===== src/rtl/imm_gen_arbiter.sv =====
// imm_gen_arbiter: one shared immediate generator serving NUM_REQ requesters.
// A round-robin, work-conserving arbiter picks one valid request per cycle.
// Its immediate is captured in a single output register and returned with
// the requester id, giving one result per cycle at 1-cycle latency.
// Optional build macro IMM_GEN_ARBITER_STATS_EN adds io_grant_cnt, a set of
// saturating 16-bit per-requester grant counters.
//
// Handshake: a request transfers on a cycle where io_req_valid[k] and
// io_req_ready[k] are both 1; a result leaves on a cycle where io_resp_valid
// and io_resp_ready are both 1. Ready never depends on the same port's valid
// beyond the arbitration choice, and a held result stays stable until taken.
module imm_gen_arbiter #(
  parameter int NUM_REQ = 2,
  parameter int ID_W    = 2
) (
  input  logic                   clock,
  input  logic                   reset,
  input  logic                   io_flush,
  input  logic [NUM_REQ-1:0]     io_req_valid,
  output logic [NUM_REQ-1:0]     io_req_ready,
  input  logic [32*NUM_REQ-1:0]  io_req_inst,
  input  logic [3*NUM_REQ-1:0]   io_req_immSrc,
  input  logic [NUM_REQ-1:0]     io_req_immSign,
  output logic                   io_resp_valid,
  input  logic                   io_resp_ready,
  output logic [ID_W-1:0]        io_resp_id,
  output logic [31:0]            io_resp_imm
`ifdef IMM_GEN_ARBITER_STATS_EN
  ,
  output logic [16*NUM_REQ-1:0]  io_grant_cnt
`endif
);

  // RISC-V immediate decode; formats 6 and 7 fall back to the I format.
  function automatic logic [31:0] immGen(input logic [31:0] inst,
                                         input logic [2:0]  src,
                                         input logic        sign);
    logic ext;
    ext = sign & inst[31];
    case (src)
      3'd1:    immGen = {{20{ext}}, inst[31:25], inst[11:7]};
      3'd2:    immGen = {{19{ext}}, inst[31], inst[7], inst[30:25], inst[11:8], 1'b0};
      3'd3:    immGen = {inst[31:12], 12'h000};
      3'd4:    immGen = {{11{ext}}, inst[31], inst[19:12], inst[20], inst[30:21], 1'b0};
      3'd5:    immGen = {27'd0, inst[19:15]};
      default: immGen = {{20{ext}}, inst[31:20]};
    endcase
  endfunction

  logic                respValid;
  logic [ID_W-1:0]     respId;
  logic [31:0]         respImm;
  logic [ID_W-1:0]     rrPtr;

  logic                canIssue;
  logic                anyValid;
  logic                xfer;
  logic [NUM_REQ-1:0]  rotValid;
  logic [NUM_REQ-1:0]  blocked;
  logic [NUM_REQ-1:0]  firstHot;
  logic [ID_W-1:0]     offAcc [NUM_REQ];
  logic [ID_W-1:0]     offset;
  logic [ID_W:0]       ptrSum;
  logic [ID_W-1:0]     winId;
  logic [ID_W-1:0]     nextPtr;
  logic [31:0]         selInst;
  logic [2:0]          selSrc;
  logic                selSign;
  logic [31:0]         genImm;

  // A new result may enter when the register is empty or being drained, unless flushed.
  assign canIssue = !io_flush && (!respValid || io_resp_ready);
  assign anyValid = |io_req_valid;
  assign xfer     = canIssue && anyValid;

  // Rotate the valid vector so position 0 is the requester rrPtr points at.
  assign rotValid = NUM_REQ'({io_req_valid, io_req_valid} >> rrPtr);

  // Priority-encode the rotated vector: lowest set bit is the winner's offset.
  for (genvar g = 0; g < NUM_REQ; g++) begin : g_prio
    if (g == 0) begin : g_first
      assign blocked[g] = 1'b0;
      assign offAcc[g]  = '0;
    end else begin : g_rest
      assign blocked[g] = blocked[g-1] | rotValid[g-1];
      assign offAcc[g]  = offAcc[g-1] | (firstHot[g] ? ID_W'(g) : '0);
    end
    assign firstHot[g] = rotValid[g] & ~blocked[g];
    assign io_req_ready[g] = !reset && xfer && (winId == ID_W'(g));
  end
  assign offset = offAcc[NUM_REQ-1];

  // Map the rotated offset back to an absolute requester index, modulo NUM_REQ.
  assign ptrSum  = {1'b0, rrPtr} + {1'b0, offset};
  assign winId   = (ptrSum >= (ID_W+1)'(NUM_REQ)) ? ID_W'(ptrSum - (ID_W+1)'(NUM_REQ))
                                                  : ptrSum[ID_W-1:0];
  assign nextPtr = (winId == ID_W'(NUM_REQ-1)) ? '0 : winId + 1'b1;

  // Steer the winner's fields into the shared generator.
  assign selInst = 32'(io_req_inst >> {winId, 5'd0});
  assign selSrc  = 3'(io_req_immSrc >> (3 * winId));
  assign selSign = 1'(io_req_immSign >> winId);
  assign genImm  = immGen(selInst, selSrc, selSign);

  // Result register and round-robin pointer; fill wins over drain, flush only clears valid.
  always_ff @(posedge clock or posedge reset) begin
    if (reset) begin
      respValid <= 1'b0;
      respId    <= '0;
      respImm   <= '0;
      rrPtr     <= '0;
    end else if (xfer) begin
      respValid <= 1'b1;
      respId    <= winId;
      respImm   <= genImm;
      rrPtr     <= nextPtr;
    end else if (io_flush || io_resp_ready) begin
      respValid <= 1'b0;
    end
  end

  assign io_resp_valid = respValid;
  assign io_resp_id    = respId;
  assign io_resp_imm   = respImm;

`ifdef IMM_GEN_ARBITER_STATS_EN
  for (genvar g = 0; g < NUM_REQ; g++) begin : g_stats
    logic [15:0] grantCnt;
    // Count transfers for this requester, sticking at 0xFFFF.
    always_ff @(posedge clock or posedge reset) begin
      if (reset) begin
        grantCnt <= '0;
      end else if (xfer && (winId == ID_W'(g)) && (grantCnt != 16'hFFFF)) begin
        grantCnt <= grantCnt + 16'd1;
      end
    end
    assign io_grant_cnt[16*g +: 16] = grantCnt;
  end
`endif

endmodule


===== config.mk =====
export PLATFORM = sky130hd
export DESIGN_NAME = imm_gen_arbiter
export DESIGN_NICKNAME = d
export VERILOG_FILES = /design/src/rtl/imm_gen_arbiter.sv
export SDC_FILE = /design/constraint.sdc
export NUM_CORES = 1
export LEC_CHECK = 0
export CORE_MARGIN = 1.5
export CORE_UTILIZATION = 37
export DETAILED_ROUTE_END_ITERATION = 6
export PLACE_DENSITY = 0.77
export SLEW_MARGIN = 20
export SYNTH_ARGS = -nofsm -noshare
export SYNTH_HDL_FRONTEND = slang
export SYNTH_SLANG_ARGS = --single-unit

===== constraint.sdc =====
create_clock -name clock -period 2.7 [get_ports clock]
set_input_delay 0.27 -clock clock [delete_from_list [all_inputs] [get_ports clock]]
set_output_delay 0.27 -clock clock [all_outputs]
set_load 0.01 [all_outputs]

==> results summary, run 1 <==
Setup repair after global routing could not meet its margin everywhere. The shortest period the worst path allows is 2.68 ns. The area of the core region is between 6000 and 7000 um2. The worst-case hold slack came out at 0.459 ns. The final clock period utilization by the worst path is 0.993. The post-synthesis to final-layout area growth is 81.0%. The maximum operating frequency is 0.373 GHz. The number of nets handed over by synthesis was roughly 370. Entering global routing, the biggest net connects 38 pins. After detailed routing, the number of vias per cell comes to 5.34. The placed instances occupy a cell area of around 3800 um2.

The number of diodes added for antenna fixing is 0. The post-DP HPWL came out at 5700 um. The placer congestion estimate is 0.904. For this run, design rule violations remaining after detail routing come to 0. IR analysis of the VDD net gives a maximum drop of 792 uV.

The library cells used most frequently in the layout, excluding fill and tap cells, are sky130_fd_sc_hd__clkdlybuf4s50_1 (96), sky130_fd_sc_hd__buf_4 (52), sky130_fd_sc_hd__nor2_1 (47), sky130_fd_sc_hd__nand2_1 (40), sky130_fd_sc_hd__dfrtp_1 (37). The final non-filler cell total is around 520. The area of combinational cells with multiple inputs is between 1500 and 2000 um2. Overall power consumption after layout is estimated at 6.58 mW. The number of nets at the end of the flow is around 520. The slew at the pin closest to its max-slew limit came out at between 0.4 and 0.5 ns.

For this design the top-level I/O count stands at 115. In the final routed layout, each cell accounts on average for 16.7 um. The max-capacitance violation count came out at 0. For this run, the register share of the synthesized area comes to 0.386. The total clock buffers created by CTS came out at 5. The clock transition at the registers of the reported paths came out at 0.09 ns. The number of antenna violations at the first check in global routing was 0. The number of setup violations in the final report came out at 0.

The cell count after synthesis came out at 290. The number of global-route vias before repair came out at ~2700. The worst setup path is launched from a flop.

The worst reg2reg path startpoint is rrPtr[1]. The count of pins over their slew limit is 0. The most common cell after layout, fill and taps aside is sky130_fd_sc_hd__clkdlybuf4s50_1. The number of placed instances, taps included is 492. The Yosys warning count is 0. The count of buffers from port buffering came out at 100. The relative max-transition margin is 0.678. The total power density per cell area is 1520 nW/um2. Across all setup checks in the final design, the least slack found is approximately 0.019 ns. The overall die width is 83.5 um.

The total standard cell area after synthesis came out at roughly 2400 um2. The initial core utilization came out at 0.380. The total number of placement rows came out at 29. The area enclosed by the die boundary came out at 6970 um2. The clock drives 37 sinks. The number of fill cells is 484.

The number of hold-slack violations in the final timing report was 0. The later-pin clock latency in the skew report is roughly 0.3 ns. The total via count after detailed routing came out at 2751.

For this block, the initial DRC count from the detailed router was 75. The startpoint-to-endpoint class of the critical path is reg2reg. The number of levels the H-tree was split into came out at 2.

The critical path arrival came out at approximately 2.9 ns. The global-route total usage across every layer came out at 0.226. The depth of the worst register-to-register path is 14. The utilization after layout came out at 0.687. The setup slack of the most critical reg-to-reg path came out at 0.02 ns. The share of post-route cells with drive strength above 1 is 0.331. The cell leakage power is 1.82 nW. The pre-CTS worst setup slack came out at -0.565 ns.

The worst register-to-register path ends at io_resp_imm[17]. The overall overflow remaining after global route is 0. The maximum fanout count along the critical path came out at 7. Adding up every negative setup slack in the final design gives 0 ns. The tightest min-delay check is of the in2async type. The cell at the root of the clock tree is sky130_fd_sc_hd__clkbuf_8. The final non-filler cell area is 4340 um2. The antenna violation net count after detailed routing came out at 0. The number of different library cells used by synthesis comes to 48. Registers take 926 um2. The worst setup path is captured at a flop. The first global-routing pass estimated 12800 um of wire. The number of enable-type register cells in the synthesized netlist came out at 0. The post-route clock skew is 0.0172 ns.

For the worst setup path, the data required time is 2.88 ns. The flow ran to the end, and the final reports show no timing, DRC or antenna violations. The proportion of register bits with asynchronous set or reset after synthesis is 1.00.

The vertical die dimension came out at 83.5 um. The number of buffers on the longest clock path came out at 2. The predominant post-synthesis flop cell is sky130_fd_sc_hd__dfrtp_1. The total length of routed wires came out at 8620 um.

A synthesized cell averages 8.27 um2. The number of iterations in the first detailed-routing pass is 4. The synthesized flop and latch total is 37.

TritonCTS built the clock tree.
## state kept, by name, summed over array words and instances (netlist names)
signal	cells
io_resp_valid	1
rrPtr	2
io_resp_id	2
io_resp_imm	32
## synth_stat cells, types with 2 or more instances
master | count | area share
sky130_fd_sc_hd__a21bo_2 | 3 | 0.013
sky130_fd_sc_hd__nor2_2 | 2 | 0.0052
sky130_fd_sc_hd__dfrtp_1 | 37 | 0.39
sky130_fd_sc_hd__buf_2 | 10 | 0.021
sky130_fd_sc_hd__ha_1 | 3 | 0.016
sky130_fd_sc_hd__nand2b_1 | 2 | 0.0052
sky130_fd_sc_hd__a21oi_1 | 25 | 0.052
sky130_fd_sc_hd__a211oi_2 | 4 | 0.021
sky130_fd_sc_hd__and3_1 | 2 | 0.0052
sky130_fd_sc_hd__nor3_1 | 2 | 0.0042
sky130_fd_sc_hd__clkbuf_1 | 8 | 0.013
sky130_fd_sc_hd__nor2b_1 | 3 | 0.0078
sky130_fd_sc_hd__a31oi_1 | 10 | 0.026
sky130_fd_sc_hd__nor2_1 | 50 | 0.078
sky130_fd_sc_hd__nand2_1 | 50 | 0.078
sky130_fd_sc_hd__o22ai_1 | 3 | 0.0078
sky130_fd_sc_hd__a211oi_1 | 8 | 0.025
sky130_fd_sc_hd__nand3_1 | 2 | 0.0042
sky130_fd_sc_hd__a32oi_1 | 2 | 0.0073
sky130_fd_sc_hd__a21o_1 | 2 | 0.0063
sky130_fd_sc_hd__o21a_1 | 3 | 0.0094
sky130_fd_sc_hd__a211oi_4 | 2 | 0.017
sky130_fd_sc_hd__o2111ai_1 | 3 | 0.011
sky130_fd_sc_hd__a211o_1 | 2 | 0.0073
sky130_fd_sc_hd__buf_1 | 4 | 0.0063
sky130_fd_sc_hd__o21ai_0 | 6 | 0.013
sky130_fd_sc_hd__buf_6 | 3 | 0.014
sky130_fd_sc_hd__a22o_1 | 16 | 0.058
sky130_fd_sc_hd__inv_1 | 4 | 0.0063
## worst max-delay path, stage by stage (launching register included)
cell                       delay (ns)
sky130_fd_sc_hd__dfrtp_1         0.40
sky130_fd_sc_hd__inv_2           0.06
sky130_fd_sc_hd__nand4b_1        0.09
sky130_fd_sc_hd__o21ai_1         0.09
sky130_fd_sc_hd__ha_2            0.21
sky130_fd_sc_hd__inv_2           0.05
sky130_fd_sc_hd__ha_4            0.24
sky130_fd_sc_hd__buf_8           0.13
sky130_fd_sc_hd__a21bo_4         0.23
sky130_fd_sc_hd__a211o_4         0.36
sky130_fd_sc_hd__and4_4          0.21
sky130_fd_sc_hd__buf_6           0.12
sky130_fd_sc_hd__a21o_4          0.22
sky130_fd_sc_hd__nand2_2         0.08
sky130_fd_sc_hd__a21oi_2         0.05
## per-layer routing
metal / vias up / track usage / part of all wire / routed length [um]
met2: 96 / 0.412 / 0.53 / 4600
met5: - / 0 / 0 / 0
met3: 11 / 0.0495 / 0.055 / 475
li1: 1324 / - / - / -
met4: 0 / 0.0492 / 0.013 / 114
met1: 1320 / 0.275 / 0.40 / 3430
## worst max-delay path by stage
stage               startpoint              end  slack [ns]
3_3_place_gp   io_req_valid[0]  io_resp_imm[10]       -0.39
4_1_cts               rrPtr[1]  io_resp_imm[16]        0.02
5_1_grt               rrPtr[1]  io_resp_imm[29]       -0.09
2_1_floorplan         rrPtr[1]   io_resp_imm[5]        0.04
6_report              rrPtr[1]  io_resp_imm[17]        0.02
3_5_place_dp   io_req_valid[0]  io_resp_imm[10]       -0.56
## timing repair
item                       CTS  global route
hold buffers                 0             0
gates resized for setup     38            56
setup buffers                8             8
pin swaps                   11            39
setup endpoints to repair   34            34
gates cloned                 1             1
## cells by family (layout without fill, tap and decap cells)
family	after synthesis	count (layout)	synth area share
xor gates and xnor gates	2	2	0.00730
buffers and inverters	29	177	0.0600
muxes	1	1	0.00469
DFF	37	37	0.386
and+or+nand+nor	123	123	0.224
adders and majority gates	3	3	0.0157
AOI/OAI and AO/OA	95	95	0.302
## layout make-up
cell class,instances,share of cell area
clock buffer,5,0.0159
tap,77,0.0222
timing repair buffer,166,0.364
sequential,37,0.213
multi-input combinational,224,0.373
clock inverter,2,0.00807
inverter,4,0.00346
## where the power goes
group / switching, mW / internal [mW]
sequential: 0.167 / 0.816
clock: 0.204 / 0.268
combinational: 2.52 / 2.60
total: 2.90 / 3.68
Power figures use the tool's default switching activity.
==> inputs of run 2 (changes only) <==
Settings changed: SLEW_MARGIN 20 to default, TNS_END_PERCENT from default to 50.
==> run 2 against run 1 <==
Effect of this change:
- first-iteration DRC count grew 32%
- via count grew 0.44%
- flip-flop and latch count is the same
- critical path type unchanged
- largest power group unchanged
==> results summary, run 2 (same netlist as run 1, synthesis figures left out) <==
The pre-CTS worst setup slack came out at -0.565 ns (unchanged). The initial core utilization is 0.380 (unchanged). The fraction of power spent switching nets is 0.444 (was 0.440). The later-pin clock latency in the skew report came out at 0.30 ns (about the same).

The overall overflow remaining after global route came out at 0 (unchanged). The number of flip-flops under the largest register name came out at 32 (unchanged). The area of combinational cells with multiple inputs came to 1610 um2 (was 1620 um2). The total via count after detailed routing came to 2763 (was 2751). The number of diodes added for antenna fixing is 0 (unchanged). The number of global-route vias before repair came out at 2660 (unchanged). The number of fill cells is 494 (was 484). The count of pins over their slew limit came out at 0 (unchanged).

The number of hold-slack violations in the final timing report came out at 0 (unchanged). The final non-filler cell area came out at 4290 um2 (was 4340 um2). The post-DP HPWL was 5700 um (unchanged). The setup slack of the most critical reg-to-reg path came out at 0.02 ns (about the same). The startpoint-to-endpoint class of the critical path was reg2reg (unchanged).

The area of the core region came out at 6310 um2 (unchanged). The peak per-stage delay on the critical path came out at 0.39 ns (was 0.40 ns). The total clock sinks is 37 (unchanged). The global-route total usage across every layer came to 0.226 (unchanged). The slew at the pin closest to its max-slew limit came out at 0.486 ns (was 0.483 ns). The worst min-delay path category is in2async (unchanged). The iteration-0 DRC count of the detailed router is 99 (was 75).

The number of levels the H-tree was split into was 2 (unchanged). The part of the total power dissipated in combinational logic is 0.776 (was 0.779). The number of nets at the end of the flow is 517 (was 519). The antenna violation net count after detailed routing is 0 (unchanged). The first-pass GRT wire length is 12800 um (unchanged). The largest net degree at the start of global routing was 38 (unchanged). The depth of the worst register-to-register path came to 14 (unchanged). The max-capacitance violation count came out at 0 (unchanged).

The count of hold-fix buffers inserted at cts came out at 0 (unchanged). The post-route clock skew came out at 0.0122 ns (was 0.0172 ns). The shortest period the worst path allows came out at 2.68 ns (about the same).

The total number of placement rows came to 29 (unchanged). The required time of the worst setup path was 2.87 ns (was 2.88 ns). The total length of routed wires is 8560 um (was 8620 um). The area enclosed by the die boundary came to 6970 um2 (unchanged). Result of the run: finished, final reports clean (unchanged). The part of the power in registers came to 0.151 (was 0.150). Unrepaired setup endpoints after global routing: true (unchanged).

The total clock buffers created by CTS came to 5 (unchanged). The clock network fraction of total power came out at 0.073 (was 0.072). The worst setup path endpoint is io_resp_imm[21] (was io_resp_imm[17]). The number of antenna violations at the first check in global routing is 0 (unchanged). The maximum fanout count along the critical path came out at 7 (unchanged). The startpoint type of the worst setup path was a flop (unchanged).

The peak ir drop on the vdd network came out at 781 uV (was 792 uV). The reg-to-reg endpoint was io_resp_imm[21] (was io_resp_imm[17]). Chain of cells forming the critical path: inv_2, nand4b_1, o21ai_1, ha_2, inv_2, ha_4, buf_8, a21bo_4, a211oi_4, nand2_1, a21o_1, a21oi_4, buf_6, a21oi_1 (was inv_2, nand4b_1, o21ai_1, ha_2, inv_2, ha_4, buf_8, a21bo_4, a211o_4, and4_4, buf_6, a21o_4, nand2_2, a21oi_2).

The worst reg2reg path startpoint is rrPtr[1] (unchanged). The launching element of the worst setup path is rrPtr[1] (unchanged). The post-synthesis to final-layout area growth came out at 78.9% (was 81.0%). The top-level I/O count came to 115 (unchanged).

The clock transition at the registers of the reported paths was 0.08 ns (was 0.09 ns). Most frequent cells in the layout: sky130_fd_sc_hd__clkdlybuf4s50_1 (96), sky130_fd_sc_hd__buf_4 (51), sky130_fd_sc_hd__nor2_1 (47), sky130_fd_sc_hd__nand2_1 (40), sky130_fd_sc_hd__dfrtp_1 (37) (was sky130_fd_sc_hd__clkdlybuf4s50_1 (96), sky130_fd_sc_hd__buf_4 (52), sky130_fd_sc_hd__nor2_1 (47), sky130_fd_sc_hd__nand2_1 (40), sky130_fd_sc_hd__dfrtp_1 (37)). The total power density per cell area came to 1510 nW/um2 (was 1520 nW/um2). The number of iterations in the first detailed-routing pass was 4 (unchanged). The overall die width came out at 83.5 um (unchanged). The most common cell after layout, fill and taps aside is sky130_fd_sc_hd__clkdlybuf4s50_1 (unchanged). The cell at the root of the clock tree is sky130_fd_sc_hd__clkbuf_8 (unchanged). The routed wire length per instance is 16.7 um (about the same). The library cell contributing the largest single delay on the critical path is sky130_fd_sc_hd__dfrtp_1 (unchanged). The relative max-transition margin is 0.676 (was 0.678). The TritonCTS clock tree was done (unchanged). The internal power component came to 3.60 mW (was 3.68 mW).

The sequential cell area came to 926 um2 (unchanged). The vertical die dimension is 83.5 um (unchanged). The critical path arrival is 2.85 ns (was 2.86 ns).

The post-route DRC violation count was 0 (unchanged). The per-cell via count in the routed design is 5.39 (was 5.34). The number of buffers on the longest clock path is 2 (unchanged).

The final clock period utilization by the worst path came to 0.992 (was 0.993). The number of setup violations in the final report is 0 (unchanged). The critical path's most frequent cell is sky130_fd_sc_hd__inv_2 (unchanged). The post-route worst setup slack is 0.0206 ns (was 0.0191 ns). The placer congestion estimate came out at 0.904 (unchanged). The share of post-route cells with drive strength above 1 came out at 0.323 (was 0.331). The cell leakage power was 1.80 nW (was 1.82 nW).

The maximum operating frequency is 0.373 GHz (about the same). The power dissipated by switching net loads came out at 2.87 mW (was 2.90 mW). The type of element capturing the critical path is a flop (unchanged). The cell area reported after detailed placement was 3770 um2 (unchanged). The count of buffers from port buffering is 100 (unchanged).
==> run 2: cell types whose count changed in the layout (fill, tap and decap cells not counted), sizes merged <==
cell,change
clkbuf,-1
buf,-1
==> run 2: per-layer routing <==
metal  global-route usage  share of wire  wire length [um]
met1                0.275           0.39              3330
met4               0.0492          0.014               123
met5                    0              0                 0
met2                0.412           0.54              4620
met3               0.0495          0.057               485
==> run 2: power by group through the flow <==
stage | sequential (mW) | clock (mW) | combinational, mW
floorplan | 1.07 | 0 | 2.12
global placement | 0.975 | 0 | 3.90
CTS | 0.973 | 0.481 | 4.40
finish | 0.979 | 0.472 | 5.03
global route | 1.00 | 0.503 | 5.37
detailed placement | 0.977 | 0 | 3.98
==> run 2: area by class of cell <==
class,instances,share of cell area
multi-input cells,224,0.376
clock inverters,2,0.00816
inverters,4,0.00350
repair buffers,164,0.359
well taps,77,0.0224
clock buffers,5,0.0160
flip-flops and latches,37,0.216
==> run 2: worst min path at each step <==
stage                        start         endpoint  cells past startpoint
finish                       reset    io_resp_id[1]                      3
global placement     io_resp_id[1]    io_resp_id[1]                      2
global route        io_resp_imm[5]   io_resp_imm[5]                      1
floorplan                 io_flush    io_resp_valid                      1
detailed placement   io_resp_id[1]    io_resp_id[1]                      2
CTS                          reset  io_resp_imm[11]                      3
==> run 2: timing repair <==
item	4_1_cts	5_1_grt
gates cloned	1	0
gates resized for setup	38	52
setup buffers	8	7
setup endpoints to repair	34	34
pin swaps	11	34
==> run 2: per-stage QoR <==
step | power, mW | std cells | hold WS [ns] | TNS, ns | util
after CTS | 5.85 | 508 | 0.490 | 0 | 0.642
after floorplan | 3.19 | 290 | 0.336 | 0 | -
final | 6.48 | 513 | 0.475 | 0 | 0.680
after detailed placement | 4.96 | 492 | 0.488 | -16.27 | 0.597
after global routing | 6.87 | 513 | 0.529 | -2.42 | 0.680
after global placement | 4.88 | 492 | 0.450 | -12.29 | 0.597
==> run 2: worst max-delay path: cells and delay by family, from the launching register on <==
family                     cells  cell delay, ns
DFF                            1            0.39
buffers and inverters          4            0.40
adders and majority gates      2            0.45
AOI/OAI and AO/OA              6            1.07
and+or+nand+nor                2            0.24
==> inputs of run 3 (changes only) <==
Settings changed: TNS_END_PERCENT 50 to default.
==> results of run 3 <==
Same layout as run 1: the final DEF is identical, and so are final timing and power.
